[src/rtl/cve2_obi_bus_arbiter.sv]
// Shares one OBI manager port between the instruction-fetch and LSU interfaces.
// Address phases are arbitrated and locked until grant; a source-ID FIFO routes in-order responses.
module cve2_obi_bus_arbiter #(
  parameter int unsigned MaxOutstanding = 2,
  parameter bit          RoundRobin     = 1'b1
) (
  input  logic        clk_i,
  input  logic        rst_ni,

  input  logic        instr_req_i,
  output logic        instr_gnt_o,
  input  logic [31:0] instr_addr_i,
  output logic        instr_rvalid_o,
  output logic [31:0] instr_rdata_o,
  output logic        instr_err_o,

  input  logic        data_req_i,
  output logic        data_gnt_o,
  input  logic        data_we_i,
  input  logic [3:0]  data_be_i,
  input  logic [31:0] data_addr_i,
  input  logic [31:0] data_wdata_i,
  output logic        data_rvalid_o,
  output logic [31:0] data_rdata_o,
  output logic        data_err_o,

  output logic        bus_req_o,
  input  logic        bus_gnt_i,
  output logic        bus_we_o,
  output logic [3:0]  bus_be_o,
  output logic [31:0] bus_addr_o,
  output logic [31:0] bus_wdata_o,
  input  logic        bus_rvalid_i,
  input  logic [31:0] bus_rdata_i,
  input  logic        bus_err_i,

  output logic [2:0]  outstanding_o,
  output logic        busy_o
);

  localparam int unsigned PtrW = (MaxOutstanding > 1) ? $clog2(MaxOutstanding) : 1;
  localparam int unsigned CntW = 3;
  localparam logic        SrcInstr = 1'b0;
  localparam logic        SrcData  = 1'b1;

  logic [MaxOutstanding-1:0] id_q, id_d;
  logic [PtrW-1:0]           wptr_q, wptr_d, rptr_q, rptr_d;
  logic [CntW-1:0]           cnt_q, cnt_d;
  logic                      lock_q, lock_d;
  logic                      lock_src_q, lock_src_d;
  logic                      last_q, last_d;

  logic cand_valid, cand_src;
  logic fifo_full, handshake, pop, head_id;

  function automatic logic [PtrW-1:0] ptr_inc(input logic [PtrW-1:0] p);
    if (p == PtrW'(MaxOutstanding - 1)) begin
      return '0;
    end
    return p + PtrW'(1);
  endfunction

  // Candidate: locked source first, then the lone requester, then the tie-break rule.
  always_comb begin
    cand_valid = instr_req_i | data_req_i;
    cand_src   = SrcInstr;
    if (lock_q) begin
      cand_valid = 1'b1;
      cand_src   = lock_src_q;
    end else if (instr_req_i && data_req_i) begin
      cand_src = RoundRobin ? ~last_q : SrcData;
    end else if (data_req_i) begin
      cand_src = SrcData;
    end
  end

  // Full is judged on the registered count, so a same-cycle pop cannot open a slot.
  assign fifo_full = (cnt_q == CntW'(MaxOutstanding));
  assign bus_req_o = cand_valid & ~fifo_full;
  assign handshake = bus_req_o & bus_gnt_i;

  always_comb begin
    bus_we_o    = 1'b0;
    bus_be_o    = 4'hF;
    bus_addr_o  = instr_addr_i;
    bus_wdata_o = '0;
    if (cand_src == SrcData) begin
      bus_we_o    = data_we_i;
      bus_be_o    = data_be_i;
      bus_addr_o  = data_addr_i;
      bus_wdata_o = data_wdata_i;
    end
  end

  assign instr_gnt_o = handshake & (cand_src == SrcInstr);
  assign data_gnt_o  = handshake & (cand_src == SrcData);

  // A response with nothing in flight is dropped rather than underflowing the FIFO.
  assign pop            = bus_rvalid_i & (cnt_q != '0);
  assign head_id        = id_q[rptr_q];
  assign instr_rvalid_o = pop & (head_id == SrcInstr);
  assign data_rvalid_o  = pop & (head_id == SrcData);
  assign instr_rdata_o  = pop ? bus_rdata_i : '0;
  assign data_rdata_o   = pop ? bus_rdata_i : '0;
  assign instr_err_o    = instr_rvalid_o & bus_err_i;
  assign data_err_o     = data_rvalid_o & bus_err_i;

  assign outstanding_o = cnt_q;
  assign busy_o        = (cnt_q != '0) | instr_req_i | data_req_i;

  // Lock, round-robin pointer and source-ID FIFO next state.
  always_comb begin
    lock_d     = lock_q;
    lock_src_d = lock_src_q;
    last_d     = last_q;
    id_d       = id_q;
    wptr_d     = wptr_q;
    rptr_d     = rptr_q;
    cnt_d      = cnt_q;

    if (handshake) begin
      lock_d       = 1'b0;
      id_d[wptr_q] = cand_src;
      wptr_d       = ptr_inc(wptr_q);
      if (RoundRobin) begin
        last_d = cand_src;
      end
    end else if (bus_req_o) begin
      lock_d     = 1'b1;
      lock_src_d = cand_src;
    end

    if (pop) begin
      rptr_d = ptr_inc(rptr_q);
    end

    unique case ({handshake, pop})
      2'b10:   cnt_d = cnt_q + CntW'(1);
      2'b01:   cnt_d = cnt_q - CntW'(1);
      default: cnt_d = cnt_q;
    endcase
  end

  always_ff @(posedge clk_i or negedge rst_ni) begin
    if (!rst_ni) begin
      lock_q     <= 1'b0;
      lock_src_q <= SrcInstr;
      last_q     <= SrcInstr;
      id_q       <= '0;
      wptr_q     <= '0;
      rptr_q     <= '0;
      cnt_q      <= '0;
    end else begin
      lock_q     <= lock_d;
      lock_src_q <= lock_src_d;
      last_q     <= last_d;
      id_q       <= id_d;
      wptr_q     <= wptr_d;
      rptr_q     <= rptr_d;
      cnt_q      <= cnt_d;
    end
  end

`ifndef SYNTHESIS
  a_req_known: assert property (@(posedge clk_i) disable iff (!rst_ni)
    !$isunknown(bus_req_o));
  a_payload_known: assert property (@(posedge clk_i) disable iff (!rst_ni)
    bus_req_o |-> !$isunknown({bus_we_o, bus_be_o, bus_addr_o, bus_wdata_o}));
  a_gnt_onehot: assert property (@(posedge clk_i) disable iff (!rst_ni)
    !(instr_gnt_o && data_gnt_o));
  a_cnt_bound: assert property (@(posedge clk_i) disable iff (!rst_ni)
    cnt_q <= CntW'(MaxOutstanding));
  a_rvalid_empty: assert property (@(posedge clk_i) disable iff (!rst_ni)
    bus_rvalid_i |-> (cnt_q != '0));
  a_lock_req_held: assert property (@(posedge clk_i) disable iff (!rst_ni)
    lock_q |-> ((lock_src_q == SrcData) ? data_req_i : instr_req_i));
`endif

endmodule

[config.mk]
export PLATFORM = sky130hd
export DESIGN_NAME = cve2_obi_bus_arbiter
export DESIGN_NICKNAME = d
export VERILOG_FILES = /design/src/rtl/cve2_obi_bus_arbiter.sv
export SDC_FILE = /design/constraint.sdc
export NUM_CORES = 1
export LEC_CHECK = 0
export BUFFER_PORTS_ARGS = -buffer_cell sky130_fd_sc_hd__buf_2
export CAP_MARGIN = 40
export CORE_AREA = 2 2 110 112
export DETAILED_ROUTE_END_ITERATION = 8
export DIE_AREA = 0 0 112 114
export PLACE_DENSITY_LB_ADDON = 0.08
export SYNTH_ARGS = -nofsm -noshare
export SYNTH_HDL_FRONTEND = slang
export SYNTH_SLANG_ARGS = --single-unit
[constraint.sdc]
create_clock -name clk_i -period 2.4 [get_ports clk_i]
set_input_delay 0.24 -clock clk_i [delete_from_list [all_inputs] [get_ports clk_i]]
set_output_delay 0.24 -clock clk_i [all_outputs]
set_load 0.1 [all_outputs]
==> key figures, run 1 <==
Synthesis
  – Post-Synthesis Cells: 196
  – Largest family of logic cells by synthesized area: simple AND/OR/NAND/NOR gates
  – Synth Area in Simple Gates: about a third
  – Synth Cell Area: around 0.0017 sq mm
  – Synth Register Bits: 10
  – Mux share of post-synthesis cell area: 25.38%
  – Post-synthesis compound-gate area fraction: 2.870%
  – Cell variety after synth: 26
  – Xor/xnor cell area share of the yosys netlist: 2.644%
  – Synthesis Warnings: 0
  – Synthesized net count: 338
  – Synth Area in Adders: 1.964%
  – Seq/Total Area, Yosys: between 10% and 20%
  – Synth Area per Inst: 8.452 sq um

Routing
  – Drt via density: about 3.8
  – Final WL: 7693 um
  – Residual DRC: 0
  – Via count: 2235
  – Antenna-violating nets left: 0
  – WL/cell: between 10 and 15 um
  – Initial DRC Count: 37
  – Drt pass-1 iters: 4

Floorplanning
  – Die Wd: 112 um
  – Initial core utilization: 14.15%
  – Core area: 0.01171 sq mm
  – Die Ht: roughly 110 um
  – Site Rows: 40
  – Top Ports: approximately 280
  – Die area: 0.01277 sq mm

Place
  – I/O Buffers: 283
  – RePlAce Congestion: approximately 0.78
  – Setup slack after placement: about 0.30 ns
  – Detailed Place HPWL: 6909 um
  – Placed instance count: ~590

Worst setup path
  – Critical path endpoint category: primary output
  – Crit. Startpoint: lock_q
  – Startpoint class of the critical path: flop
  – Worst setup path category: flop to primary output
  – RR Startpoint: outstanding_o[2]
  – Crit Path Max Fanout: 47
  – R2R setup slack: roughly 0.31 ns
  – WP data required: 2.16 ns
  – Data arrival, critical path: 1.91 ns

Timing
  – Hold Vio Cnt, Final: 0
  – Slew HR: 65.02%
  – Setup TNS: 0 ns
  – Fmax: 0.4656 GHz
  – Fin. max-slew vios: 0
  – Clock Skew: 0.0006443 ns
  – RSZ-0062 raised after global routing: no
  – Worst Tran Pin Value: 0.5283 ns
  – Final setup viols: 0
  – Period utilization: between 80 and 90%
  – Worst Setup Slack, final: 0.2521 ns
  – Post-layout min period: around 2.1 ns

Final layout
  – Register area: 254.0 sq um
  – Final Non-Filler Cells: around 590
  – Layout cell share with drive strength beyond 1: approximately 85%
  – Fillers: roughly 1200
  – Post-layout util: between 30% and 40%
  – Final nets: 589
  – P&R area growth vs syn: 156.5%
  – Area of the multi-input gates: 0.001169 sq mm

Clocking
  – CTS root buffer: clkbuf_16
  – Clk slew on worst S/H paths: 0.04 ns
  – Clk Latency, worst-skew pair: ~0.24 ns
  – Buffer count from post-CTS setup fixing: 0
  – Post_cts resized: 0
  – Bufs on Longest Clock Path: 2
  – CTS tree: built
  – Clk sinks: 10
  – Htree depth: 1
  – Clock buffer count from CTS: 3

GRT
  – All-Layer GR Usage: 11.08%
  – Largest net degree at the start of global routing: 48
  – Vias in the first global route: ~2200
  – Total grt overflow: 0
  – First-pass GRT wire length: about 11000 um
  – Initial antenna violation count: 0

Status
  – Outcome: complete, no violations

Min path
  – Hold path startpoint: bus_gnt_i
  – Type of the worst min-delay path: input port to flop

Run
  – Max capacitance violation total: 0
[stage by stage]
stage / instance area, sq um / hold slack, ns
finish: 4249 / 0.3098
global route: 4247 / 0.3341
CTS: 4247 / 0.3079
detailed placement: 4148 / 0.1206
global placement: 4148 / 0.1188
floorplan: 1735 / -0.05559
[routing by layer]
layer | vias to the layer above | global-route usage [%] | wire length (um)
li1 | 1105 | - | -
met1 | 975 | 11.44 | 2585
met2 | 149 | 21.45 | 4178
met3 | 6 | 3.826 | 854
met4 | 0 | 2.683 | 74
met5 | - | 0 | 0
[sequential cells by signal, summed over array words and instances (netlist names)]
name,count
lock_src_q,1
rptr_q,1
id_q,2
lock_q,1
outstanding_o,3
wptr_q,1
last_q,1
[cells in the mapped netlist]
master | instances | area [sq um]
a21boi_1 | 1 | 7.510
a21o_1 | 1 | 7.510
and2_1 | 35 | 219.0
and3_1 | 1 | 6.260
buf_2 | 8 | 40.04
buf_4 | 32 | 240.2
buf_6 | 1 | 11.26
clkbuf_1 | 2 | 7.510
dfrtp_1 | 10 | 250.2
fa_1 | 1 | 20.02
ha_1 | 1 | 12.51
inv_1 | 7 | 26.28
mux2_2 | 32 | 360.4
mux2i_1 | 6 | 60.06
nand2_1 | 2 | 7.510
nor2_1 | 3 | 11.26
nor2b_1 | 35 | 219.0
nor3_1 | 3 | 15.01
nor3b_2 | 2 | 25.02
nor4b_1 | 1 | 8.760
o31a_1 | 1 | 8.760
o31ai_1 | 1 | 7.510
o41ai_2 | 1 | 16.27
or2_2 | 4 | 25.02
xnor2_1 | 1 | 8.760
xor2_1 | 4 | 35.03
[cells in the final DEF (no fill, tap or decap), types with 2 or more instances in the layout]
cell / count
nand2_1: 2
inv_1: 7
nor3_1: 3
xor2_1: 4
nor2_1: 2
clkbuf_16: 3
nor2b_1: 27
buf_2: 214
buf_4: 3
buf_12: 71
nor2b_2: 7
and2_1: 2
mux2_2: 32
dfrtp_1: 7
mux2i_1: 5
and2_2: 33
or2_2: 4
dfrtp_2: 3
[critical path, stage by stage (launching register included)]
cell and delay (ns):
dfrtp_1 0.42, mux2i_4 0.32, buf_12 0.27, mux2_2 0.36, buf_2 0.29
[cell type report]
cell class                      instances  area share, %
Sequential cell                        10          5.978
Inverter                                7         0.6184
Timing Repair Buffer                  289          59.42
Multi-Input combinational cell        136          27.50
Clock buffer                            4          2.091
Tap cell                              147          4.329
Antenna cell                            1        0.05889
[what timing repair did]
action | 4_1_cts | 5_1_grt
hold buffers | 1 | 0
endpoints found under the hold margin | 10 | 0
endpoints found under the setup margin | 0 | 0
[path summary, 6_finish.rpt]
| path | end | cells after the start |
|---|---|---|
| min in group asynchronous | rptr_q | 2 |
| max in group asynchronous | outstanding_o[2] | 2 |
| worst max-delay path | bus_addr_o[27] | 4 |
| worst min register to register | rptr_q | 1 |
| worst min-delay path | id_q[1] | 3 |
| worst max register to register | outstanding_o[2] | 9 |
[cells by family (layout without fill, tap and decap cells)]
group                    after synthesis  in the layout
AND/OR/NAND/NOR                       86             86
buffers and inverters                 50            300
multiplexers                          38             38
flip-flops                            10             10
AO/OA/AOI/OAI                          5              5
XOR/XNOR                               5              5
adder cells (fa/ha/maj)                2              2
other                                  0              1
Power of run 1 is not shown: default switching activity piles up to over one toggle a cycle in this logic, so the estimate is an artifact.
==> run 2: changes to the inputs <==
- REMOVE_ABC_BUFFERS: not set -> 1
==> run 2 against run 1 <==
Compared with the run above: hold slack better by 0.0066 ns; die area is the same; clock skew hardly changed; first-iteration DRC count rose by 14%; fmax fell by 1.5%; sequential share of layout area is 0.066 points higher; via count increased by 1.5%; cell area shrank 2.6%; utilization shrank 0.93 points; critical endpoint is now bus_addr_o[28]; highest routed layer unchanged.
==> key figures, run 2 (synthesized netlist as in run 1, its figures left out) <==
Status
  – Outcome: complete, no violations

Worst setup path
  – Critical path endpoint category: primary output
  – WP data required: 2.16 ns (about the same)
  – Worst path slowest cell: dfrtp_1
  – CP bufs+invs: 2 (unchanged)
  – Crit Path Max Fanout: 63 (+34%)
  – CP delay by family, top: multiplexers
  – Data arrival, critical path: 1.94 ns (+0.03 ns)
  – Critical path cell sequence: mux2i_4, buf_12, mux2_2, buf_2
  – Worst setup path category: flop to primary output
  – Startpoint class of the critical path: flop
  – Critical Path Max Stage Delay: 0.42 ns (about the same)

Timing
  – Fmax: 0.4587 GHz (-1.5%)
  – Fin. max-slew vios: 0 (unchanged)
  – Post-layout min period: 2.180 ns (+0.03211 ns)
  – Clock Skew: 0.0004449 ns (-0.0001994 ns)
  – Hold Vio Cnt, Final: 0 (unchanged)
  – Period utilization: 90.84% (+1.3 points)
  – Worst Tran Pin Value: 0.5139 ns (-0.01436 ns)
  – Final setup viols: 0 (unchanged)
  – RSZ-0062 raised after global routing: no
  – Slew HR: 65.97% (+0.95 points)

Final layout
  – Max FFs per register: 3 (unchanged)
  – Fillers: 1232 (+1.6%)
  – P&R area growth vs syn: 149.9%
  – Layout cell share with drive strength beyond 1: 74.44% (-10 points)
  – Number of inserted diodes: 0 (-1)
  – Commonest non-fill, non-tap cell in the layout: buf_2
  – Most frequent cells in the layout: buf_2 (215), buf_12 (69), nor2b_1 (35), and2_1 (35), mux2_2 (32)
  – Final nets: 590 (+0.17%)
  – Final Non-Filler Cells: 593 (-0.17%)

Clocking
  – Clock buffer count from CTS: 3 (unchanged)
  – CTS root buffer: clkbuf_16
  – Clk slew on worst S/H paths: 0.04 ns (about the same)
  – Htree depth: 1 (unchanged)
  – Clk Latency, worst-skew pair: 0.23 ns (about the same)
  – Clk sinks: 10 (unchanged)
  – CTS tree: built
  – Bufs on Longest Clock Path: 2 (unchanged)

GRT
  – Largest net degree at the start of global routing: 64 (+33%)
  – First-pass GRT wire length: 11680 um (+3.5%)
  – Initial antenna violation count: 0 (unchanged)
  – Vias in the first global route: 2219 (+3.0%)
  – All-Layer GR Usage: 11.42% (+0.34 points)
  – Total grt overflow: 0 (unchanged)

Floorplanning
  – Core area: 0.01171 sq mm (unchanged)
  – Site Rows: 40 (unchanged)
  – Die Ht: 114 um (unchanged)
  – Top Ports: 284 (unchanged)
  – Initial core utilization: 14.15% (unchanged)
  – Die Wd: 112 um (unchanged)
  – Die area: 0.01277 sq mm (unchanged)

Place
  – I/O Buffers: 283 (unchanged)
  – Placed instance count: 588 (unchanged)
  – Detailed Place HPWL: 7445 um (+7.8%)
  – RePlAce Congestion: 0.7692 (-2.0%)

Run
  – Max capacitance violation total: 0 (unchanged)

Routing
  – Residual DRC: 0 (unchanged)
  – Drt pass-1 iters: 3 (-1)
  – Initial DRC Count: 42 (+14%)
  – Final WL: 8260 um (+7.4%)
  – Drt via density: 3.826 (+1.7%)
  – WL/cell: 13.93 um (+7.6%)
  – Via count: 2269 (+1.5%)
  – Antenna-violating nets left: 0 (unchanged)

Min path
  – Type of the worst min-delay path: input port to flop
==> run 2: changes by cell type in the layout (fill, tap and decap cells not counted), sizes merged <==
cell	delta
buf	+1
clkbuf	-1
diode	-1
==> run 2: timing repair <==
item	4_1_cts	5_1_grt
hold buffers	1	0
gates resized for setup	0	1
setup buffers	0	1
endpoints found under the setup margin	0	1
hold endpoints to repair	10	0
==> run 2: tightest hold or removal path: stages <==
cell,delay [ns]
buf_2,0.12
nand2_1,0.09
o41ai_2,0.06
==> run 2: cell type report <==
cell class / instances / area (sq um) / area share [%]
inverter: 7 / 26.28 / 0.6346
clock buffer: 3 / 75.07 / 1.813
tap: 147 / 183.9 / 4.442
sequential: 10 / 250.2 / 6.044
multi-input combinational: 136 / 1100 / 26.56
timing repair buffer: 290 / 2505 / 60.50
==> run 2: final timing paths <==
| kind | cells past startpoint | slack, ns | startpoint | end |
|---|---|---|---|---|
| worst max-delay path | 4 | 0.22 | lock_q | bus_addr_o[28] |
| worst min-delay path | 3 | 0.32 | bus_gnt_i | id_q[1] |
| worst max register to register | 9 | 0.33 | lock_q | outstanding_o[2] |
| worst min register to register | 1 | 0.49 | rptr_q | rptr_q |
| max in group asynchronous | 2 | 1.80 | rst_ni | wptr_q |
| min in group asynchronous | 2 | 0.40 | rst_ni | last_q |
==> run 2: per-layer routing <==
metal  GRT usage (%)  part of all wire [%]  up-vias
met2           22.95                    54      169
met4           1.707                  0.44        0
met1           11.81                    34      994
met3           3.507                    11        4
li1                -                     -     1102
met5               0                     0        -
==> run 2: per-stage QoR <==
step | hold WS (ns) | utilization (%) | worst slack (ns) | setup TNS, ns | area (sq um)
after floorplan | -0.05559 | - | -3.167 | -270.54 | 1358
after global placement | 0.1205 | 34.51 | 0.1970 | 0 | 4041
after detailed placement | 0.1176 | 34.51 | 0.08652 | 0 | 4041
after CTS | 0.3185 | 35.24 | 0.05498 | 0 | 4126
after global routing | 0.3373 | 35.35 | 0.1548 | 0 | 4140
final | 0.3164 | 35.35 | 0.2200 | 0 | 4140
Power of run 2 is left out for the same reason.
==> run 3: changes to the inputs <==
- clock period: 2.4 -> 1.9 ns (I/O delays scaled with it)
==> run 3 against run 2 <==
Compared with the run above: the flow now finishes with violations (setup timing); count of clock-buffer cells in the layout stayed put; sequential share of layout area down 2.0 points; clock skew up 0.0030 ns; hold slack worse by 0.039 ns; die area unchanged; utilization increased by 17 points; critical path depth rose by 2; final cell count rose by 5.9%; via count rose by 10%; wire length is 32% higher; highest routed layer unchanged.
==> key figures, run 3 (synthesized netlist as in run 1, its figures left out) <==
Clocking
  – CTS root buffer: clkbuf_16
  – Clk Latency, worst-skew pair: 0.24 ns (about the same)
  – Htree depth: 1 (unchanged)
  – Clk slew on worst S/H paths: 0.04 ns (about the same)
  – Clk sinks: 10 (unchanged)
  – CTS tree: built
  – Clock buffer count from CTS: 3 (unchanged)
  – Bufs on Longest Clock Path: 2 (unchanged)

Routing
  – Antenna-violating nets left: 0 (unchanged)
  – Final WL: 10910 um (+32%)
  – Initial DRC Count: 47 (+12%)
  – Residual DRC: 0 (unchanged)
  – Drt pass-1 iters: 4 (+1)
  – Drt via density: 3.986 (+4.2%)
  – Via count: 2503 (+10%)
  – WL/cell: 17.37 um (+25%)

Floorplanning
  – Die Ht: 114 um (unchanged)
  – Die area: 0.01277 sq mm (unchanged)
  – Core area: 0.01171 sq mm (unchanged)
  – Initial core utilization: 14.15% (unchanged)
  – Top Ports: 284 (unchanged)
  – Die Wd: 112 um (unchanged)
  – Site Rows: 40 (unchanged)

Final layout
  – Fillers: 1010 (-18%)
  – Layout cell share with drive strength beyond 1: 91.89% (+17 points)
  – Area of the multi-input gates: 0.001570 sq mm (+43%)
  – Max FFs per register: 3 (unchanged)
  – Commonest non-fill, non-tap cell in the layout: buf_2
  – P&R area growth vs syn: 272.9%
  – Final Non-Filler Cells: 628 (+5.9%)
  – Final nets: 625 (+5.9%)
  – Post-route design area: 0.006177 sq mm (+49%)
  – Register area: 250.2 sq um (unchanged)
  – Number of inserted diodes: 0 (unchanged)
  – Most frequent cells in the layout: buf_2 (144), buf_12 (139), nor2b_4 (34)

Place
  – RePlAce Congestion: 0.7297 (-5.1%)
  – Area post-placement: 0.004722 sq mm (+17%)
  – I/O Buffers: 283 (unchanged)
  – Placed instance count: 599 (+1.9%)
  – Detailed Place HPWL: 7878 um (+5.8%)
  – Setup slack after placement: 0.003040 ns (-0.08348 ns)

Worst setup path
  – Crit. Startpoint: lock_q
  – R2R setup slack: -0.09 ns (-0.42 ns)
  – Startpoint class of the critical path: flop
  – Setup crit end: bus_addr_o[31]
  – Critical path endpoint category: primary output
  – R2R cell count: 10 (+1)
  – Crit Path Max Fanout: 7 (-89%)
  – Worst setup path category: flop to primary output
  – RR Endpoint: outstanding_o[2]
  – Data arrival, critical path: 1.86 ns (-0.08 ns)
  – RR Startpoint: outstanding_o[2]
  – WP data required: 1.71 ns (-0.45 ns)

Timing
  – Slew HR: 67.65% (+1.7 points)
  – Worst Setup Slack, final: -0.1494 ns (-0.3694 ns)
  – Hold Slack: 0.2778 ns (-0.03861 ns)
  – Worst Tran Pin Value: 0.4886 ns (-0.02528 ns)
  – Hold Vio Cnt, Final: 0 (unchanged)
  – RSZ-0062 raised after global routing: yes
  – Period utilization: 107.9%
  – Final setup viols: 53 (+53)
  – Fin. max-slew vios: 0 (unchanged)
  – Fmax: between 0.4 and 0.5 GHz
  – Post-layout min period: just over 2 ns
  – Clock Skew: 0.003442 ns (+0.002997 ns)

GRT
  – Met2 usage: 30.71% (+7.8 points)
  – Most Crowded Layer GR: met2
  – Largest net degree at the start of global routing: 14 (-78%)
  – Vias in the first global route: 2633 (+19%)
  – Met3 usage: 5.101% (+1.6 points)
  – Met1 GRT Util: 13.87% (+2.1 points)
  – First-pass GRT wire length: 14570 um (+25%)
  – Total grt overflow: 0 (unchanged)
  – All-Layer GR Usage: 14.57% (+3.2 points)
  – Initial antenna violation count: 0 (unchanged)

Power and ir drop
  – Leak: between 0.003 and 0.004 uW
  – Peak supply drop: 1.153 mV
  – Power Dens Cells: ~2000 mW/mm^2

Status
  – Outcome: finished, violations left
  – Failing checks: setup timing

Min path
  – Type of the worst min-delay path: input port to flop

Run
  – Max capacitance violation total: 0 (unchanged)
==> run 3: cell types whose count changed in the layout (fill, tap and decap cells not counted), moves of 16 or more <==
cell     previous run  this run
and2_1             35         1
and2_4              0        29
buf_12             69       139
buf_2             215       144
buf_6               0        16
mux2_2             32         5
mux2_4              0        27
nor2b_1            35         0
nor2b_4             0        34
==> run 3: area by class of cell <==
cell class,count,share of cell area (%)
repair buffers,325,65.91
multi-input cells,136,25.42
flip-flops and latches,10,4.051
well taps,147,2.978
clock buffers,3,1.215
inverters,7,0.4254
==> run 3: through the flow <==
step | utilization (%) | total power [uW] | TNS (ns)
floorplan | - | 5743 | -337.04
global placement | 40.32 | 9757 | 0
detailed placement | 40.32 | 9768 | 0
CTS | 48.96 | 11820 | -6.908
global route | 52.75 | 12950 | -8.328
finish | 52.75 | 12620 | -3.979
==> run 3: how the worst min path moves through the flow <==
stage / start / endpoint / slack (ns) / cells past startpoint
5_1_grt: bus_gnt_i / id_q[1] / 0.28 / 3
6_report: bus_gnt_i / id_q[1] / 0.28 / 3
2_1_floorplan: rst_ni / id_q[0] / -0.11 / 0
3_3_place_gp: rst_ni / last_q / 0.07 / 1
4_1_cts: bus_gnt_i / id_q[1] / 0.28 / 3
3_5_place_dp: rst_ni / outstanding_o[2] / 0.08 / 1
==> run 3: layer usage <==
metal / wire [um] / vias to the layer above
met1: 3435 / 1149
li1: - / 1175
met4: 74 / 0
met2: 6330 / 173
met5: 0 / -
met3: 1071 / 6
==> run 3: worst max-delay path: stages, from the launching register on <==
cell and delay, ns:
dfrtp_1 0.35, buf_6 0.11, mux2i_4 0.31, buf_6 0.18, buf_12 0.13, mux2_2 0.34
buf_6 0.19
==> run 3: what timing repair did <==
item                                    CTS  global route
setup buffers                             9             7
hold buffers                              1             0
gates cloned                              7             5
gates resized for setup                 240            81
hold endpoints to repair                 10             0
pin swaps                                 5            16
endpoints found under the setup margin  122           136
==> run 3: power breakdown <==
part / switching, uW / leakage [uW] / internal (uW) / total, uW
logic: 7300 / 0.00291 / 4550 / 11800
clock network: 94.5 / 0.0000370 / 273 / 367
registers: 77.8 / 0.000119 / 326 / 404
total: 7480 / 0.00306 / 5140 / 12600
Note: power is estimated with default switching activity, not from simulation.
